File: src/rtl/rand_port_arbiter.sv
// Round-robin arbiter sharing one random-buffer read port among NREQ requesters.
// Latency: request sampled at T -> rand_rd at T+1 -> out_valid pulse at T+3; one word per 4 cycles.
// Backpressure: waits in IDLE while rand_ready is low; req/rand_ready changes mid-transfer are ignored.
module rand_port_arbiter #(
   parameter int NREQ     = 4,
   parameter int DATA_WID = 32,
   parameter int CNT_WID  = 16
) (
   input  logic                     clk,
   input  logic                     rstn,
   input  logic [NREQ-1:0]          req,
   output logic [NREQ-1:0]          out_valid,
   output logic [DATA_WID-1:0]      out_data,
   output logic                     rand_rd,
   input  logic                     rand_ready,
   input  logic [DATA_WID-1:0]      rand_data,
   output logic                     busy,
   output logic [NREQ*CNT_WID-1:0]  gnt_cnt
);

   localparam int PTR_WID = $clog2(NREQ);

   typedef enum logic [1:0] {
      ST_IDLE = 2'd0,
      ST_RD   = 2'd1,
      ST_CAP  = 2'd2,
      ST_DLV  = 2'd3
   } state_t;

   state_t                r_state;
   state_t                w_state_nxt;
   logic [PTR_WID-1:0]    r_rr_ptr;
   logic [PTR_WID-1:0]    r_win;
   logic [PTR_WID-1:0]    w_winner;
   logic                  w_found;
   logic                  w_grant;
   int                    w_sum;
   logic [NREQ-1:0]       w_onehot;
   logic [NREQ-1:0]       r_out_valid;
   logic                  r_rand_rd;
   logic                  r_busy;
   logic [DATA_WID-1:0]   r_data_q;
   logic [CNT_WID-1:0]    r_cnt [NREQ];

   // Round-robin search: first set req bit after rr_ptr, wrapping modulo NREQ.
   always_comb begin
      w_found  = 1'b0;
      w_winner = r_rr_ptr;
      w_sum    = 0;
      for (int k = 1; k <= NREQ; k++) begin
         w_sum = int'(r_rr_ptr) + k;
         if (w_sum >= NREQ) begin
            w_sum = w_sum - NREQ;
         end
         if (!w_found && req[PTR_WID'(w_sum)]) begin
            w_found  = 1'b1;
            w_winner = PTR_WID'(w_sum);
         end
      end
   end

   assign w_grant = (r_state == ST_IDLE) && w_found && rand_ready;

   // Next-state logic; the transfer runs RD -> CAP -> DLV without any abort path.
   always_comb begin
      w_state_nxt = r_state;
      unique case (r_state)
         ST_IDLE: if (w_grant) w_state_nxt = ST_RD;
         ST_RD:   w_state_nxt = ST_CAP;
         ST_CAP:  w_state_nxt = ST_DLV;
         ST_DLV:  w_state_nxt = ST_IDLE;
         default: w_state_nxt = ST_IDLE;
      endcase
   end

   // One-hot decode of the latched winner, used to form the delivery pulse.
   always_comb begin
      w_onehot        = '0;
      w_onehot[r_win] = 1'b1;
   end

   // State register and registered control outputs, all derived from the next state.
   always_ff @(posedge clk) begin
      if (!rstn) begin
         r_state     <= ST_IDLE;
         r_busy      <= 1'b0;
         r_rand_rd   <= 1'b0;
         r_out_valid <= '0;
      end else begin
         r_state     <= w_state_nxt;
         r_busy      <= (w_state_nxt != ST_IDLE);
         r_rand_rd   <= (w_state_nxt == ST_RD);
         r_out_valid <= (w_state_nxt == ST_DLV) ? w_onehot : '0;
      end
   end

   // Winner latch and round-robin pointer; pointer resets to NREQ-1 so requester 0 wins first.
   always_ff @(posedge clk) begin
      if (!rstn) begin
         r_win    <= '0;
         r_rr_ptr <= PTR_WID'(NREQ - 1);
      end else if (w_grant) begin
         r_win    <= w_winner;
         r_rr_ptr <= w_winner;
      end
   end

   // Capture the buffer word at the end of CAP; it also holds as out_data between pulses.
   always_ff @(posedge clk) begin
      if (!rstn) begin
         r_data_q <= '0;
      end else if (r_state == ST_CAP) begin
         r_data_q <= rand_data;
      end
   end

   // Per-requester delivery counters, bumped at the end of DLV and wrapping freely.
   always_ff @(posedge clk) begin
      if (!rstn) begin
         for (int i = 0; i < NREQ; i++) begin
            r_cnt[i] <= '0;
         end
      end else if (r_state == ST_DLV) begin
         r_cnt[r_win] <= r_cnt[r_win] + CNT_WID'(1);
      end
   end

   for (genvar g = 0; g < NREQ; g++) begin : g_cnt_pack
      assign gnt_cnt[g*CNT_WID +: CNT_WID] = r_cnt[g];
   end

   assign out_valid = r_out_valid;
   assign out_data  = r_data_q;
   assign rand_rd   = r_rand_rd;
   assign busy      = r_busy;

endmodule
File: config.mk
export PLATFORM = sky130hd
export DESIGN_NAME = rand_port_arbiter
export DESIGN_NICKNAME = d
export VERILOG_FILES = /design/src/rtl/rand_port_arbiter.sv
export SDC_FILE = /design/constraint.sdc
export NUM_CORES = 1
export LEC_CHECK = 0
export ABC_CLOCK_PERIOD_IN_PS = 4100
export BUFFER_PORTS_ARGS = -buffer_cell sky130_fd_sc_hd__clkbuf_2
export CORE_ASPECT_RATIO = 2
export CORE_UTILIZATION = 30
export DETAILED_ROUTE_END_ITERATION = 8
export PLACE_DENSITY = 0.47
export SETUP_SLACK_MARGIN = 0.4
export SKIP_LAST_GASP = 1
export SLEW_MARGIN = 30
export SYNTH_ARGS = -nofsm -noshare
export SYNTH_HDL_FRONTEND = slang
export SYNTH_SLANG_ARGS = --single-unit
File: constraint.sdc
create_clock -name clk -period 4.1 [get_ports clk]
set_input_delay 0.41 -clock clk [delete_from_list [all_inputs] [get_ports clk]]
set_output_delay 0.41 -clock clk [all_outputs]
set_load 0.02 [all_outputs]
==> flow_summary.ini, run 1 <==
[critical_path]
worstSetupEndpointType = flop
timing.rr.end = r_cnt[3][11]$_DFFE_PP_
cpMaxStageDelayCell = dfxtp_1
endpoint = r_cnt[3][11]$_DFFE_PP_
reg2reg_slack_ns = 1.33
path_depth = 4
required_ns = 4.28
rr_worst_depth = 4
path_max_fanout = 11
path_class = flop to flop
cp-start-kind = flop
crit_chain = buf_4, mux4_1, or4_4, a21oi_1
crit_family = flip-flops
critPathMaxStageDelay_ns = 0.84
path_buf_inv = 1
arrival_ns = 2.95

[clock_network]
cts_tree = built
ctsHtreeMaxLevel = 3
cts_hold_buf = 0
cts_setup_buffers = 0
root_buffer = clkbuf_16
cts.clk_slew.worst_paths_ns = 0.08
clockBufferDepth = 2
post_cts_resized = 0
numCtsBuffers = 9
clock-sinks = 110
clk_latency_ns = 0.35

[routing]
avgRoutedWirePerCell_um = 19.0
drtIter0Drc = 161
drtPass1Iterations = 4
viasPerCell = 4.98
dr_total_vias = 3827
ant_nets = 0
drc_errors = 0
wl_mm = 14.6

[layout]
nNetsFinal = 601
fill_cells = 1702
mostFrequentLayoutCells = clkbuf_2, edfxtp_1, mux2i_1
drive_above_1_share_pct = 34.5
final_common_cell = clkbuf_2
finalNonFillerCells = 769
area_growth_pct = 23.0
multiInputGateArea_um2 = 2180
diodes = 0
seqCellArea_um2 = 2840

[logic_synthesis]
yosysWarnings = 0
ys_ff_latch = 110
ys_seq_area_share_pct = 55.0
yosysUniqueCellTypes = 48
avgSynthCellArea_um2 = 12.3
syn-num-nets = 464
syn_inst = 420
syn-cell-area_um2 = 5160

[floorplanning]
die_w_um = 94.8
die_h_um = 188
ios = 141
dieArea_um2 = 17800
core_area_um2 = 16800
rows = 67
start_util_pct = 30.8

[grt]
grt_max_degree = 34
gr-usage-all-layers_pct = 16.9
grt_pass1_vias = 3995
grt_first_pass_wirelength_mm = 22.1
antenna_found_initial = 0
overflow = 0

[pwr]
peakVddDrop_v = 0.000257
p_seq_share_pct = 43.9
pwr-share-comb_pct = 30.8
p_leak_nw = 2.50
internal_power_mw = 2.12
p_sw_share_pct = 35.5
pwr-share-clk_pct = 25.4
p_per_area_nw_per_um2 = 517
switchingPower_mw = 1.17

[sta]
setup_viol = 0
min_period_over_period_pct = 67.6
layout_min_cycle_time_ns = 2.77
tns_ns = 0
hold_viol_final = 0
slew_headroom_pct = 46.9
rsz0062_at_grt = no
fmax_ghz = 0.361
skew_ns = 0.0114
slew_violations = 0
tightest_slew_ns = 0.795

[placed_design]
dp_hpwl_mm = 10.9
place.gp.congestion = 0.755
portBuffers = 140
dp.cells = 753

[min_path]
holdCritStartpoint = rand_data[23]
hold_class = primary input to flop

[job]
drv_cap = 0

[outcome]
status = finished, final reports clean
[Yosys cell counts, drive strengths merged]
master | count | area [um2]
and3 | 2 | 12.5
nor4b | 1 | 23.8
or2 | 9 | 56.3
dfxtp | 46 | 921
nor4 | 3 | 63.8
a21o | 1 | 7.51
nand2b | 5 | 31.3
o211ai | 1 | 7.51
and4 | 1 | 8.76
inv | 9 | 33.8
o221ai | 2 | 17.5
and2 | 2 | 13.8
buf | 8 | 66.3
o21ai | 8 | 40.0
edfxtp | 64 | 1920
nand4bb | 1 | 11.3
nand3 | 9 | 45.0
o22ai | 1 | 6.26
a21boi | 1 | 7.51
nor2 | 21 | 78.8
nor2b | 33 | 206
o31ai | 2 | 15.0
o2111ai | 1 | 8.76
ha | 5 | 62.6
nand2 | 42 | 158
mux2 | 1 | 11.3
nand4b | 2 | 17.5
nand3b | 1 | 7.51
xor2 | 2 | 17.5
nand4 | 7 | 73.8
mux2i | 51 | 510
mux4 | 15 | 360
xnor2 | 1 | 8.76
or4 | 3 | 30.0
clkbuf | 14 | 52.6
a21oi | 27 | 135
o311ai | 4 | 35.0
nor3 | 10 | 50.1
or3 | 4 | 30.0
[stage by stage]
step                utilization (%)  area (um2)  hold slack, ns  setup WS (ns)  power (mW)
finish                         37.9        6350           0.317           1.33        3.29
floorplan                         -        5160           0.486           2.05        2.18
CTS                            37.9        6350           0.308           1.27        3.33
global placement               36.2        6070           0.499           1.32        2.47
global route                   37.9        6350           0.322           1.14        3.45
detailed placement             36.3        6080           0.513           1.30        2.49
[cells by family after synthesis]
family,Yosys count,share of synthesized area [%]
xor gates and xnor gates,3,0.509
muxes,67,17.1
DFF,110,55.0
adders and majority gates,5,1.21
AOI/OAI and AO/OA,48,5.43
buffers and inverters,31,2.96
and+or+nand+nor,156,17.8
[worst min-delay path by stage]
stage	to	slack, ns	depth (start not counted)
final	out_data[23]$_SDFFE_PN0P_	0.32	3
after global routing	out_data[23]$_SDFFE_PN0P_	0.32	3
after CTS	out_data[23]$_SDFFE_PN0P_	0.31	3
after detailed placement	out_data[16]$_SDFFE_PN0P_	0.51	2
after global placement	out_data[8]$_SDFFE_PN0P_	0.50	2
after floorplan	r_rr_ptr[1]$_SDFFE_PN1P_	0.49	2
[final cells by class]
cell class,count,area share [%]
multi-input cells,279,34.4
clock buffers,9,3.54
clock inverters,7,0.768
repair buffers,148,12.0
flip-flops and latches,110,44.7
inverters,9,0.532
well taps,207,4.08
[state kept, by name, summed over array words and instances, names as in the netlist, named ones only]
name / cells
r_cnt: 64
out_data: 32
out_valid: 4
r_rr_ptr: 2
r_state: 2
r_win: 2
busy: 1
rand_rd: 1
[power by group through the flow]
stage	registers [mW]	logic, mW	clock network, mW
2_1_floorplan	1.55	0.628	0
3_3_place_gp	1.46	1.01	0
3_5_place_dp	1.47	1.03	0
4_1_cts	1.45	1.03	0.855
5_1_grt	1.46	1.10	0.892
6_report	1.44	1.01	0.835
[metal layers]
metal	GRT usage (%)	wire [um]	vias to the layer above
met2	33.6	8530	127
met1	16.4	5130	1868
li1	-	-	1817
met3	3.28	700	15
met5	0	0	-
met4	5.59	242	0
[worst register-to-register path, delay by kind of cell, from the launching register on]
kind,cells,cell delay [ns]
AO/OA/AOI/OAI,1,0.16
AND/OR/NAND/NOR,1,0.55
flip-flops,1,0.84
buffers and inverters,1,0.33
multiplexers,1,0.72
Note: power is estimated with default switching activity, not from simulation.
==> inputs of run 2 (changes only) <==
- ABC_CLOCK_PERIOD_IN_PS: 4100 -> 2800
- clock period: 4.1 -> 2.8 ns (I/O delays scaled with it)
==> flow_summary.ini, run 2 (synthesis results as in run 1) <==
[outcome]
status = finished, final reports clean

[critical_path]
worstSetupEndpointType = flop
required_ns = 2.89
path_max_fanout = 11
path_class = flop to flop
cp-start-kind = flop
arrival_ns = 2.37

[routing]
wl_mm = 14.9
routed-wl-met3_um = 792
avgRoutedWirePerCell_um = 19.0
drtPass1Iterations = 4
routed-wl-met2_mm = 8.46
viasPerCell = 4.99
drc_errors = 0
drt-met1-wl_mm = 5.11
drtIter0Drc = 244
dr_total_vias = 3908
ant_nets = 0
top_layer_used = met4

[floorplanning]
ios = 141
core_area_um2 = 16800
die_h_um = 188
dieArea_um2 = 17800
rows = 67
die_w_um = 94.8
start_util_pct = 30.8

[layout]
largest_register_ffs = 64
mostFrequentLayoutCells = clkbuf_2, edfxtp_1, mux2i_1
drive_above_1_share_pct = 35.9
final_common_cell = clkbuf_2
largest_register = r_cnt
fill_cells = 1680
nNetsFinal = 615
diodes = 0
area_growth_pct = 25.0

[job]
drv_cap = 0

[sta]
slew_violations = 0
rsz0062_at_grt = yes
layout_min_cycle_time_ns = 2.28
min_period_over_period_pct = 81.5
skew_ns = 0.0108
tightest_slew_ns = 0.645
setup_viol = 0
slew_headroom_pct = 56.8
fmax_ghz = 0.438
worst_hold_slack_ns = 0.183
hold_viol_final = 0
tns_ns = 0

[placed_design]
place.gp.congestion = 0.809
dp_hpwl_mm = 11.2
portBuffers = 140

[clock_network]
ctsHtreeMaxLevel = 3
root_buffer = clkbuf_16
cts.clk_slew.worst_paths_ns = 0.08
cts_tree = built
clockBufferDepth = 2
clk_latency_ns = 0.35
clock-sinks = 110
numCtsBuffers = 9

[grt]
grt_max_degree = 27
grt_pass1_vias = 4034
grt_first_pass_wirelength_mm = 22.2
overflow = 0
gr-usage-all-layers_pct = 17.2
antenna_found_initial = 0

[pwr]
peakVddDrop_v = 0.000341
p_per_area_nw_per_um2 = 744
p_leak_nw = 2.56

[min_path]
hold_class = primary input to flop
holdCritStartpoint = rand_data[19]
==> run 2: cell type report <==
cell class	count	area, um2	area share, %
Inverter	9	33.8	0.523
Tap cell	207	259	4.01
Multi-Input combinational cell	279	2170	33.6
Timing Repair Buffer	162	878	13.6
Sequential cell	110	2840	44.1
Clock buffer	11	233	3.60
Clock inverter	5	36.3	0.562
==> run 2: report_power, final <==
group	internal, mW	switching [mW]
clock network	0.605	0.591
registers	1.93	0.152
logic	0.598	0.931
total	3.13	1.67
==> run 2: per-layer routing <==
metal / vias to the layer above / global-route usage, %
met2: 156 / 32.8
met4: 0 / 8.33
met3: 28 / 3.69
met5: - / 0
li1: 1847 / -
met1: 1877 / 16.7
==> run 2: final timing paths <==
| check | end | slack [ns] | depth (start not counted) |
|---|---|---|---|
| worst min register to register | out_data[15]$_SDFFE_PN0P_ | 0.52 | 2 |
| worst max-delay path | r_cnt[1][13]$_SDFFCE_PN0P_ | 0.52 | 5 |
| worst min-delay path | out_data[19]$_SDFFE_PN0P_ | 0.18 | 3 |
| worst max register to register | r_cnt[1][13]$_SDFFCE_PN0P_ | 0.52 | 5 |
==> run 2: timing repair <==
| action | 4_1_cts | 5_1_grt |
|---|---|---|
| setup endpoints to repair | 20 | 27 |
| hold buffers | 0 | 0 |
| endpoints found under the hold margin | 0 | 0 |
| gates cloned | 0 | 0 |
| resized for setup | 1 | 0 |
| buffers inserted | 0 | 6 |
| pin swaps | 0 | 4 |
==> run 2: critical path, stage by stage (launching register included) <==
cell and delay (ns):
dfxtp_2 0.48, buf_4 0.24, mux4_1 0.45, nand2_1 0.18, nor4_4 0.52, mux2i_1 0.15
==> run 2: through the flow <==
step	std cells	power, mW	area (um2)	utilization (%)	setup WS [ns]
floorplan	420	3.19	5160	-	0.747
global placement	761	3.64	6140	36.6	0.434
detailed placement	761	3.66	6140	36.6	0.335
CTS	777	4.86	6410	38.2	0.423
global route	783	5.06	6460	38.5	0.358
finish	783	4.80	6460	38.5	0.518
==> inputs of run 3 (changes only) <==
- ABC_AREA: unset -> 1
- ABC_CLOCK_PERIOD_IN_PS: 2800 -> 2100
- clock period: 2.8 -> 2.1 ns (I/O delays scaled with it)
==> flow_summary.ini, run 3 <==
[outcome]
status = finished, final reports clean

[layout]
diodes = 0
final_common_cell = clkbuf_2
area_growth_pct = 43.0
finalNonFillerCells = 1005
largest_register_ffs = 64
largest_register = r_cnt
nNetsFinal = 837
final_area_um2 = 7300
drive_above_1_share_pct = 41.6
mostFrequentLayoutCells = clkbuf_2, nor2_1, nand2_1

[sta]
slew_violations = 0
tns_ns = 0
tightest_slew_ns = 0.621
layout_min_cycle_time_ns = 1.99
slew_headroom_pct = 58.1
min_period_over_period_pct = 94.9
rsz0062_at_grt = yes
hold_viol_final = 0
fmax_ghz = 0.502
skew_ns = 0.00695
setup_viol = 0

[pwr]
p_leak_nw = 3.32
peakVddDrop_v = 0.000505
p_per_area_nw_per_um2 = 1240

[grt]
antenna_found_initial = 0
grt_max_degree = 33
overflow = 0
grt_pass1_vias = 4873
grt_first_pass_wirelength_mm = 25.0
gr-usage-all-layers_pct = 19.3

[floorplanning]
ios = 141
dieArea_um2 = 17600
die_h_um = 186
core_area_um2 = 16700
die_w_um = 94.2
start_util_pct = 30.6
rows = 67

[routing]
wl_mm = 16.6
routed-wl-met2_mm = 9.81
drtIter0Drc = 137
dr_total_vias = 4739
viasPerCell = 4.72
top_layer_used = met4
routed-wl-met3_um = 623
ant_nets = 0
drtPass1Iterations = 4
avgRoutedWirePerCell_um = 16.6
drt-met1-wl_mm = 5.54
drc_errors = 0

[critical_path]
crit_family = simple AND/OR/NAND/NOR gates
critPathMaxStageDelay_ns = 0.46
path_buf_inv = 3
timing.rr.end = r_cnt[1][10]$_SDFFCE_PN0P_
reg2reg_slack_ns = 0.11
worstSetupEndpointType = flop
arrival_ns = 2.09
path_max_fanout = 6
rr_worst_depth = 13
path_class = flop to flop
required_ns = 2.20
crit_chain = clkinv_8, buf_16, nand2_4, o211ai_4, nand2_4, ha_4, nand2_8, inv_8, nand2_8, nor2_4, nand2_2, nand3_4, nor2_2
cpMaxStageDelayCell = dfxtp_4
cp-start-kind = flop

[logic_synthesis]
yosysWarnings = 0
syn_inst = 611
yosysUniqueCellTypes = 30
ys_seq_area_share_pct = 55.7
ys.flop_type = edfxtp_1
synthTopCellsByArea = edfxtp_1, dfxtp_1, nand2_1
yosysMostFrequentCell = nand2_1
yosys.area.top_type = edfxtp_1
ys_ff_latch = 110
syn-num-nets = 655
avgSynthCellArea_um2 = 8.35
synth_edf_count = 64
ys_top_cells_by_count = nand2_1, nor2_1, edfxtp_1
synth_top_cell_area_share_pct = 37.6
async_flop_share_pct = 0
syn-cell-area_um2 = 5100

[placed_design]
portBuffers = 140
dp.cells = 950
place_area_um2 = 6120
place.gp.congestion = 0.922
dp_hpwl_mm = 11.5

[min_path]
whs_path_depth = 3
holdCritStartpoint = rand_data[24]
hold_class = primary input to flop
min_to = out_data[24]$_SDFFE_PN0P_

[clock_network]
numCtsBuffers = 9
cts_hold_buf = 0
clockBufferDepth = 2
clock-sinks = 110
root_buffer = clkbuf_16
cts.clk_slew.worst_paths_ns = 0.07
cts_tree = built
ctsHtreeMaxLevel = 3
clk_latency_ns = 0.35

[job]
drv_cap = 0
[run 3: cell count changes in the layout (fill, tap and decap cells not counted), sizes merged, moves of 15 or more]
cell | before | now
nor2 | 21 | 152
inv | 9 | 49
nor2b | 33 | 0
buf | 22 | 55
mux4 | 15 | 0
mux2i | 51 | 0
nand3 | 9 | 45
a21oi | 27 | 6
o21ai | 8 | 40
nand2 | 42 | 164
[run 3: logic make-up (layout without fill, tap and decap cells)]
kind of cell | after synthesis | after routing | share of synthesized area [%]
buf+inv | 74 | 261 | 6.42
xor+xnor | 3 | 3 | 0.662
simple gates | 369 | 369 | 30.7
flops | 110 | 110 | 55.7
fa+ha+maj | 5 | 5 | 1.23
compound gates | 50 | 50 | 5.27
[run 3: how the worst max path moves through the flow]
stage / start / to / cells after the start
after floorplan: flop / r_cnt[0][10]$_SDFFCE_PN0P_ / 13
after global placement: flop / r_cnt[2][11]$_SDFFCE_PN0P_ / 9
after detailed placement: flop / r_cnt[3][11]$_DFFE_PP_ / 9
after CTS: flop / r_cnt[3][11]$_DFFE_PP_ / 11
after global routing: flop / r_cnt[2][10]$_SDFFCE_PN0P_ / 13
final: flop / r_cnt[1][10]$_SDFFCE_PN0P_ / 13
[run 3: power by group]
part           total (mW)  leakage, nW  switching (mW)  internal [mW]
Clock                1.74        0.157           0.756          0.979
Sequential           2.98         1.04           0.291           2.69
Combinational        4.34         2.12            2.62           1.72
[run 3: worst register-to-register path, stage by stage, from the launching register on]
cell	delay [ns]
dfxtp_4	0.46
clkinv_8	0.12
buf_16	0.16
nand2_4	0.06
o211ai_4	0.07
nand2_4	0.10
ha_4	0.18
nand2_8	0.08
inv_8	0.08
nand2_8	0.06
nor2_4	0.15
nand2_2	0.08
nand3_4	0.11
nor2_2	0.04
[run 3: area by class of cell]
| cell class | instances | area (um2) |
|---|---|---|
| clock buffers | 12 | 289 |
| clock inverters | 4 | 23.8 |
| fillers | 1671 | 9380 |
| inverters | 49 | 209 |
| multi-input cells | 427 | 2390 |
| flip-flops and latches | 110 | 2850 |
| well taps | 207 | 259 |
| repair buffers | 196 | 1270 |
[run 3: timing repair]
action	CTS	global route
pin swaps	47	28
gates cloned	4	0
gates resized for setup	80	53
endpoints found under the setup margin	80	81
buffers inserted	20	15
[run 3: stage by stage]
stage | total power, mW | utilization [%] | hold slack (ns) | setup slack (ns)
after floorplan | 5.14 | - | 0.345 | 0.402
after global placement | 6.09 | 36.7 | 0.433 | 0.0738
after detailed placement | 6.11 | 36.7 | 0.440 | 0.00520
after CTS | 8.74 | 41.9 | 0.0611 | 0.161
after global routing | 9.64 | 43.7 | 0.0759 | 0.0219
final | 9.06 | 43.7 | 0.0768 | 0.107
[run 3: per-layer routing]
metal / track usage [%] / vias to the layer above
met4: 9.17 / 0
li1: - / 2318
met1: 17.6 / 2240
met5: 0 / -
met3: 3.18 / 41
met2: 38.7 / 140
